==> src/rtl/out_port_fifo_pkg.sv <==
// Shared constants and helpers for the processor output port FIFO.
package out_port_fifo_pkg;

    // Data word width, matching the 16-bit register file.
    localparam int DATA_W = 16;

    // Default number of buffered output words.
    localparam int OUT_PORT_DEPTH = 4;

    // Ceiling log2, used to derive pointer widths from a depth.
    function automatic int clog2(input int value);
        int result;
        result = 0;
        while ((1 << result) < value) begin
            result = result + 1;
        end
        return result;
    endfunction

endpackage

==> src/rtl/out_port_fifo_if.sv <==
// Handshake bundle between the write-back stage, the output FIFO and the external consumer.
import out_port_fifo_pkg::*;

interface out_port_fifo_if #(
    parameter int Width = DATA_W,
    parameter int Depth = OUT_PORT_DEPTH
);
    localparam int AddrW = clog2(Depth);

    logic             wr_en;
    logic [Width-1:0] wr_data;
    logic             stall;
    logic [Width-1:0] out_data;
    logic             out_valid;
    logic             out_ready;
    logic [AddrW:0]   count;
    logic             overflow;

    // Driven by the pipeline and the consumer.
    modport master (
        output wr_en,
        output wr_data,
        output out_ready,
        input  stall,
        input  out_data,
        input  out_valid,
        input  count,
        input  overflow
    );

    // Driven by the FIFO.
    modport slave (
        input  wr_en,
        input  wr_data,
        input  out_ready,
        output stall,
        output out_data,
        output out_valid,
        output count,
        output overflow
    );

endinterface

==> src/rtl/out_port_fifo_mem.sv <==
// Depth x Width register array: synchronous write, asynchronous read, cleared on reset.
module out_port_mem #(
    parameter int Width = 16,
    parameter int Depth = 4,
    parameter int AddrW = 2
) (
    input  logic             clk,
    input  logic             rst,
    input  logic             we,
    input  logic [AddrW-1:0] waddr,
    input  logic [Width-1:0] wdata,
    input  logic [AddrW-1:0] raddr,
    output logic [Width-1:0] rdata
);

    logic [Width-1:0] mem_q [Depth];
    logic [Width-1:0] mem_d [Depth];

    // Next array contents: only the addressed entry changes on a write.
    always_comb begin
        mem_d = mem_q;
        if (we) begin
            mem_d[waddr] = wdata;
        end
    end

    // Storage registers, all cleared to zero so the read port shows 0 after reset.
    always_ff @(posedge clk or negedge rst) begin
        if (!rst) begin
            mem_q <= '{default: '0};
        end else begin
            mem_q <= mem_d;
        end
    end

    assign rdata = mem_q[raddr];

endmodule

==> src/rtl/out_port_fifo.sv <==
// Output port FIFO: buffers OUT-instruction words and hands them to a valid/ready consumer.
module out_port_fifo
    import out_port_fifo_pkg::*;
#(
    parameter int Width = DATA_W,
    parameter int Depth = OUT_PORT_DEPTH
) (
    input  logic           clk,
    input  logic           rst,
    out_port_fifo_if.slave bus
);

    localparam int              AddrW     = clog2(Depth);
    localparam logic [AddrW:0]   FullCount = (AddrW + 1)'(Depth);
    localparam logic [AddrW:0]   CountOne  = (AddrW + 1)'(1);
    localparam logic [AddrW-1:0] PtrOne    = (AddrW)'(1);

    logic [AddrW-1:0] wr_ptr_q, wr_ptr_d;
    logic [AddrW-1:0] rd_ptr_q, rd_ptr_d;
    logic [AddrW:0]   count_q, count_d;
    logic             overflow_q, overflow_d;
    logic             full, empty, push, pop;
    logic [Width-1:0] head_data;

    // Handshake decode and next-state for pointers, occupancy and the sticky drop flag.
    always_comb begin
        full       = (count_q == FullCount);
        empty      = (count_q == '0);
        pop        = !empty && bus.out_ready;
        push       = bus.wr_en && (!full || pop);
        wr_ptr_d   = wr_ptr_q;
        rd_ptr_d   = rd_ptr_q;
        count_d    = count_q;
        overflow_d = overflow_q;
        if (push) begin
            wr_ptr_d = wr_ptr_q + PtrOne;
        end
        if (pop) begin
            rd_ptr_d = rd_ptr_q + PtrOne;
        end
        if (push && !pop) begin
            count_d = count_q + CountOne;
        end else if (pop && !push) begin
            count_d = count_q - CountOne;
        end
        if (bus.wr_en && !push) begin
            overflow_d = 1'b1;
        end
    end

    // Control state registers; pointers wrap through natural rollover.
    always_ff @(posedge clk or negedge rst) begin
        if (!rst) begin
            wr_ptr_q   <= '0;
            rd_ptr_q   <= '0;
            count_q    <= '0;
            overflow_q <= 1'b0;
        end else begin
            wr_ptr_q   <= wr_ptr_d;
            rd_ptr_q   <= rd_ptr_d;
            count_q    <= count_d;
            overflow_q <= overflow_d;
        end
    end

    out_port_mem #(
        .Width(Width),
        .Depth(Depth),
        .AddrW(AddrW)
    ) u_mem (
        .clk  (clk),
        .rst  (rst),
        .we   (push),
        .waddr(wr_ptr_q),
        .wdata(bus.wr_data),
        .raddr(rd_ptr_q),
        .rdata(head_data)
    );

    // Outputs depend only on registered state, so stall never sees out_ready or wr_en.
    assign bus.out_valid = !empty;
    assign bus.out_data  = head_data;
    assign bus.stall     = full;
    assign bus.count     = count_q;
    assign bus.overflow  = overflow_q;

endmodule

==> src/flat_wrapper.sv <==
// flat-port wrapper written by rule: the top's interface ports become plain ports
module out_port_fifo_flat import out_port_fifo_pkg::*;
#(
    parameter int Width = DATA_W,
    parameter int Depth = OUT_PORT_DEPTH
)
  (clk, rst, bus_wr_en, bus_wr_data, bus_out_ready, bus_stall, bus_out_data, bus_out_valid, bus_count, bus_overflow);
  out_port_fifo_if #(.Width(Width), .Depth(Depth)) bus_i ();
  input  logic clk;
  input  logic rst;
  input wire logic [$bits(bus_i.wr_en)-1:0] bus_wr_en;
  input wire logic [$bits(bus_i.wr_data)-1:0] bus_wr_data;
  input wire logic [$bits(bus_i.out_ready)-1:0] bus_out_ready;
  output wire logic [$bits(bus_i.stall)-1:0] bus_stall;
  output wire logic [$bits(bus_i.out_data)-1:0] bus_out_data;
  output wire logic [$bits(bus_i.out_valid)-1:0] bus_out_valid;
  output wire logic [$bits(bus_i.count)-1:0] bus_count;
  output wire logic [$bits(bus_i.overflow)-1:0] bus_overflow;
  assign bus_i.wr_en = bus_wr_en;
  assign bus_i.wr_data = bus_wr_data;
  assign bus_i.out_ready = bus_out_ready;
  assign bus_stall = bus_i.stall;
  assign bus_out_data = bus_i.out_data;
  assign bus_out_valid = bus_i.out_valid;
  assign bus_count = bus_i.count;
  assign bus_overflow = bus_i.overflow;
  out_port_fifo #(.Width(Width), .Depth(Depth)) u_core (.clk(clk), .rst(rst), .bus(bus_i));
endmodule
==> config.mk <==
export PLATFORM = sky130hd
export DESIGN_NAME = out_port_fifo_flat
export DESIGN_NICKNAME = d
export VERILOG_FILES = /design/src/rtl/out_port_fifo_pkg.sv /design/src/rtl/out_port_fifo_if.sv /design/src/rtl/out_port_fifo_mem.sv /design/src/rtl/out_port_fifo.sv /design/src/flat_wrapper.sv
export SDC_FILE = /design/constraint.sdc
export NUM_CORES = 1
export LEC_CHECK = 0
export CAP_MARGIN = 20
export CELL_PAD_IN_SITES_DETAIL_PLACEMENT = 1
export CELL_PAD_IN_SITES_GLOBAL_PLACEMENT = 1
export CORE_ASPECT_RATIO = 0.8
export CORE_MARGIN = 2
export CORE_UTILIZATION = 47
export CTS_BUF_LIST = sky130_fd_sc_hd__clkbuf_4 sky130_fd_sc_hd__clkbuf_8 sky130_fd_sc_hd__clkbuf_16
export DETAILED_ROUTE_END_ITERATION = 10
export GPL_ROUTABILITY_DRIVEN = 0
export HOLD_SLACK_MARGIN = 0.15
export PLACE_DENSITY_LB_ADDON = 0.1
export SETUP_SLACK_MARGIN = 0.15
export SLEW_MARGIN = 20
export SYNTH_ARGS = -nofsm -noshare
export SYNTH_HDL_FRONTEND = slang
export SYNTH_SLANG_ARGS = --single-unit
==> constraint.sdc <==
create_clock -name clk -period 2.8 [get_ports clk]
set_input_delay 0.42 -clock clk [delete_from_list [all_inputs] [get_ports clk]]
set_output_delay 0.42 -clock clk [all_outputs]
set_load 0.02 [all_outputs]
==> summary.txt, run 1 <==
Status - complete, no violations
Post-Synth XOR/XNOR Area - 0.0153
WP data arrival - 2080 ps
Remaining global-route overflow - 0
Critical Path, Cell by Cell - buf_4 > mux4_2 > clkdlybuf4s50_1
Hold WC Path Type - reg2reg
Skew-Pair Late Insertion Delay - 340 ps
Netlist cell types - 21
DR DRC count - 0
TritonCTS Buffers - 9
Largest family of logic cells by synthesized area - multiplexers
All-Layer GR Usage - 0.197
Die ar. - 8000 sq um
Clk root buf - clkbuf_8
Initial antenna violation count - 0
Commonest non-fill, non-tap cell in the layout - dfrtp_1
Clock Skews - 4.71 ps
H-Tree Depth - 3
Syn_area_per_cell - 17.6 sq um
Synth warn - 0
Multiplexer area fraction after synthesis - 0.366
PwrDens - 1350 nW/um^2
Via count - 1,813
Total wire length - 7070 um
CP Depth - 3
DR WL/cell - 21.1 um
RSZ-0062 raised after global routing - false
WS Path Type - reg2out
Rows - 27
Largest net degree at the start of global routing - 42
First-pass GRT wire length - 11,600 um
Initial core utilization - 0.493
Worst Setup End Kind - output port
Die Height - 80.4 um
CP max stage delay - 560 ps
Placed instance area - 3880 sq um
Crit path launch type - flop
Number of diodes - 0
Area leader, netlist - dfrtp_1
Core outline area - 6960 sq um
Remaining antenna violation count - 0
# resized after CTS - 0
CP required - 2380 ps
Synth Area in Simple Gates - 0.0204
Layout Nets - 271
F_max - 400 MHz
Period utilisation layout - 0.893
Flops & latches, synth - 72
Max_slew headroom - 0.502
Count of final max-slew check failures - 0
Sequential-to-total area share from yosys stat - 0.525
Number of fill cells - 640
Detail Placement HPWL - 4950 um
CTS Buffer Depth - 2
Synth Area in Adders - 0.0241
Lkg Pwr - 1.78 nW
Synth top area cells - dfrtp_1 53%, mux2_4 18%, mux4_2 11%
Detailed Routing Iterations Pass 1 - 4
Final TNS setup - 0 ps
Most frequent cells in the layout - 72 x dfrtp_1, 40 x mux2_4, 40 x clkdlybuf4s50_1, 26 x mux2_2, 16 x mux4_2
PortBufs - 41
Fin area - 4080 sq um
Vias in the first global route - 2,174
Layout area overhead - 19.0%
Multi-input logic area - 1470 sq um
Crit path max-delay family - buffers and inverters
Via/cell ratio - 5.40
Die Wd - 99.5 um
Slowest CP cell - mux4_2
Crit path time final - 2500 ps
Syn nets - 221
Share of layout cells above drive strength 1 - 0.438
Clk pin slew, worst setup/hold paths - 70 ps
Seq. cell area - 1800 sq um
IO Pins - 42
Synth Cell Area - 3430 sq um
Synth Area in Compound Gates - 0.00219
Top cell type's share of synthesized area - 0.525
Max VDD drop - 0.000549 V
Worst R2R Path Depth - 7
Final setup vio count - 0
Cells after Synth - 195
Worst path buffer plus inverter count - 2
CP max FO - 11
WHS Path Cells - 1
DRT iter0 DRCs - 47
Slew @ Worst Pin - 747 ps
CTS Sinks - 72
Final Hold Violating Endpoints - 0
Max-Cap Viols - 0
CTS tree - done
==> cell type report <==
class / instances / share of cell area
multi-input combinational: 106 / 0.359
clock buffer: 11 / 0.0356
inverter: 5 / 0.00460
tap: 87 / 0.0267
timing repair buffer: 51 / 0.121
clock inverter: 4 / 0.0110
sequential: 72 / 0.441
==> report_power, final <==
part | leakage [nW] | internal, W | switching, W | total (W)
logic | 0.828 | 0.00166 | 0.00110 | 0.00276
registers | 0.850 | 0.00158 | 0.000357 | 0.00194
clock network | 0.102 | 0.000436 | 0.000362 | 0.000798
==> repair_timing <==
action | in CTS | in global routing
hold buffers | 1 | 0
buffers inserted | 0 | 0
endpoints found under the hold margin | 1 | 0
==> logic make-up after synthesis <==
family,after synthesis
muxes,82
DFF,72
buffers and inverters,17
and+or+nand+nor,11
xor gates and xnor gates,6
adders and majority gates,6
AOI/OAI and AO/OA,1
==> metrics by stage <==
stage | util | instances | hold WS (ps) | setup slack [ps] | total power [W]
after floorplan | - | 195 | 124 | 515 | 0.00381
after global placement | 0.558 | 320 | 471 | 159 | 0.00456
after detailed placement | 0.558 | 320 | 491 | 80.5 | 0.00474
after CTS | 0.586 | 336 | 513 | 252 | 0.00557
after global routing | 0.586 | 336 | 529 | 188 | 0.00582
final | 0.586 | 336 | 511 | 299 | 0.00550
==> synthesized netlist by cell type <==
library cell,instances
mux2_2,26
fa_1,1
nor2_1,1
ha_1,5
xor2_1,2
or3_2,1
nand3_1,1
and3_1,4
buf_6,4
buf_12,4
mux2_4,40
mux4_2,16
dfrtp_1,72
xnor2_1,4
nand2_1,2
inv_1,5
o21bai_1,1
or4b_4,1
nor3b_1,1
buf_2,2
clkbuf_1,2
==> worst register-to-register path: stages (launching register included) <==
cell,delay (ps)
dfrtp_1,470
or4b_4,600
nand2_1,160
inv_1,70
ha_1,200
inv_1,80
fa_1,410
mux2_2,260
==> sequential cells by signal, indices dropped and copies added, names as in the netlist <==
signal	count
u_core.bus.count	3
u_core.bus.overflow	1
u_core.rd_ptr_q	2
u_core.u_mem.mem_q	64
u_core.wr_ptr_q	2
==> layer usage <==
layer  up-vias  share of wire  track usage
met5         -              0            0
li1        803              -            -
met4         0         0.0086       0.0493
met2        39           0.53        0.348
met1       965           0.42        0.236
met3         6          0.041       0.0618
==> final timing paths <==
path	startpoint	end	slack (ps)
setup reg to reg	u_core.bus.count[0]$_DFFE_PN0P_	u_core.bus.count[1]$_DFFE_PN0P_	440
setup / recovery	u_core.rd_ptr_q[0]$_DFFE_PN0P_	bus_out_data[3]	300
min in group asynchronous	rst	u_core.u_mem.mem_q[46]$_DFFE_PN0P_	680
hold reg to reg	u_core.u_mem.mem_q[0]$_DFFE_PN0P_	u_core.u_mem.mem_q[0]$_DFFE_PN0P_	510
max in group asynchronous	rst	u_core.u_mem.mem_q[55]$_DFFE_PN0P_	1460
hold / removal	u_core.u_mem.mem_q[0]$_DFFE_PN0P_	u_core.u_mem.mem_q[0]$_DFFE_PN0P_	510
No activity file was read; power rests on OpenSTA's default activity.
==> run 2: changes to the inputs <==
Settings changed: CORE_ASPECT_RATIO 0.8 to unset, GPL_TIMING_DRIVEN set to 0.
Clock period 2.8 ns to 2.5 ns, I/O delays scaled along.
==> run 2 against run 1 <==
Net effect: count of clock-buffer cells in the layout unchanged; via count is 2.5% higher; sequential power is 10% higher; combinational power up 15%; flip-flop and latch count did not move; sequential share of layout area down 2.3 points; clock skew is 7.6 ps higher; final area is 5.6% higher; die area is essentially flat; global-route usage rose by 0.083 points; critical path depth is 4 higher; cell count up 6.3%; critical endpoint is now u_core.bus.count[1]$_DFFE_PN0P_; highest routed layer unchanged.
==> summary.txt, run 2 (same netlist as run 1, synthesis figures left out) <==
Count of final max-slew check failures - 0
CTS Buffer Depth - 2
WP data arrival - 2510 ps
Hold path start - u_core.bus.overflow$_DFFE_PN0P_
Initial antenna violation count - 0
Period utilisation layout - 0.912
Sw Pwr - 0.00208 W
Status - complete, no violations
CP required - 2730 ps
Sw Ratio - 0.326
Final Hold Violating Endpoints - 0
Number of diodes - 0
Rows - 31
Clk root buf - clkbuf_8
Hold WC Path Type - reg2reg
First-pass GRT wire length - 11,400 um
Crit path launch type - flop
Fin util - 0.601
Clock Skews - 12.3 ps
PwrDens - 1480 nW/um^2
Vias in the first global route - 2,141
Via count - 1,859
Remaining global-route overflow - 0
Slew @ Worst Pin - 491 ps
Max_slew headroom - 0.673
Start point of the critical path - u_core.bus.count[1]$_DFFE_PN0P_
Core outline area - 7180 sq um
Lkg Pwr - 1.95 nW
Share of layout cells above drive strength 1 - 0.477
All-Layer GR Usage - 0.198
Clk pin slew, worst setup/hold paths - 80 ps
Fin area - 4310 sq um
DR DRC count - 0
TritonCTS Buffers - 9
WS Path Type - reg2reg
F_max - 439 MHz
IO Pins - 42
Max reg flops - 64
H-Tree Depth - 3
Commonest non-fill, non-tap cell in the layout - dfrtp_1
Most flop-heavy register - u_core.u_mem.mem_q
Detail Placement HPWL - 4620 um
CTS tree - done
Most frequent cells in the layout - 70 x dfrtp_1, 40 x mux2_4, 26 x mux2_2, 24 x clkdlybuf4s50_1, 16 x mux4_2
DR WL/cell - 19.7 um
Die Wd - 89.4 um
Layout area overhead - 25.7%
Total Power - 0.00637 W
Part of the power in registers - 0.336
WHS Path Cells - 1
Die ar. - 8000 sq um
CTS Sinks - 72
PortBufs - 41
CP max FO - 6
Skew-Pair Late Insertion Delay - 350 ps
Comb pwr share - 0.498
Worst Setup End Kind - flop
Worst r2r src - u_core.bus.count[1]$_DFFE_PN0P_
Die Height - 89.4 um
Total wire length - 7030 um
Placed instance area - 3980 sq um
Largest net degree at the start of global routing - 38
Min Hold Slack - 501 ps
Internal - 0.00429 W
Worst R2R Path Depth - 7
Max-Cap Viols - 0
Final TNS setup - 0 ps
Layout Nets - 279
Max VDD drop - 0.000665 V
Final setup vio count - 0
Remaining antenna violation count - 0
DRT iter0 DRCs - 56
Clock power frac - 0.166
Initial core utilization - 0.478
RSZ-0062 raised after global routing - true
Crit path time final - 2280 ps
Via/cell ratio - 5.21
Detailed Routing Iterations Pass 1 - 4
run 2: cell types whose count changed in the layout (fill, tap and decap cells not counted), moves of 2 or more:
cell             previous run  this run
dlymetal6s2s_1              0         7
buf_6                       0         4
clkbuf_8                   10        12
dfrtp_2                     0         2
dlygate4sd2_1               0         8
nand2_1                     2         0
dfrtp_1                    72        70
nand2_2                     0         2
buf_4                       8         5
clkdlybuf4s50_1            40        24
buf_12                      1         6
run 2: worst paths after layout:
path	to	slack, ps
worst max-delay path	u_core.bus.count[1]$_DFFE_PN0P_	220
worst max register to register	u_core.bus.count[1]$_DFFE_PN0P_	220
max in group asynchronous	u_core.bus.count[1]$_DFFE_PN0P_	1400
worst min register to register	u_core.bus.overflow$_DFFE_PN0P_	500
worst min-delay path	u_core.bus.overflow$_DFFE_PN0P_	500
min in group asynchronous	u_core.u_mem.mem_q[54]$_DFFE_PN0P_	540
run 2: layout make-up:
cell class	instances	area, sq um
fill	642	2860
sequential	72	1800
multi-input combinational	106	1480
timing repair buffer	47	475
buffer	12	181
clock buffer	11	151
tap	99	124
clock inverter	5	78.8
inverter	5	18.8
run 2: repair_timing:
action                                  CTS  global route
pin swaps                                 0             1
hold buffers                              1             0
endpoints found under the setup margin   17            17
resized for setup                        21            14
hold endpoints to repair                 36             0
setup buffers                             0             4
run 2: critical path: stages, from the launching register on:
cell,delay (ps)
dfrtp_2,450
or4b_4,590
nand2_2,130
inv_1,60
ha_2,180
inv_1,70
fa_1,410
mux2_2,270
run 2: per-layer routing:
metal  track usage  part of all wire  vias up
met5             0                 0        -
met4        0.0868             0.016        0
met3        0.0369             0.033       11
met2         0.331              0.53       40
met1         0.252              0.42      985
li1              -                 -      823
run 2: power by group through the flow:
| stage | Combinational (W) | Clock (W) | Sequential, W |
|---|---|---|---|
| after floorplan | 0.00221 | 0 | 0.00206 |
| after global placement | 0.00311 | 0 | 0.00207 |
| after detailed placement | 0.00320 | 0 | 0.00214 |
| after CTS | 0.00317 | 0.00108 | 0.00214 |
| after global routing | 0.00339 | 0.00112 | 0.00222 |
| final | 0.00317 | 0.00106 | 0.00214 |
run 2: per-stage QoR:
stage,setup WS (ps),instances
floorplan,215,195
global placement,-1090,335
detailed placement,-185,336
CTS,153,353
global route,137,357
finish,221,357
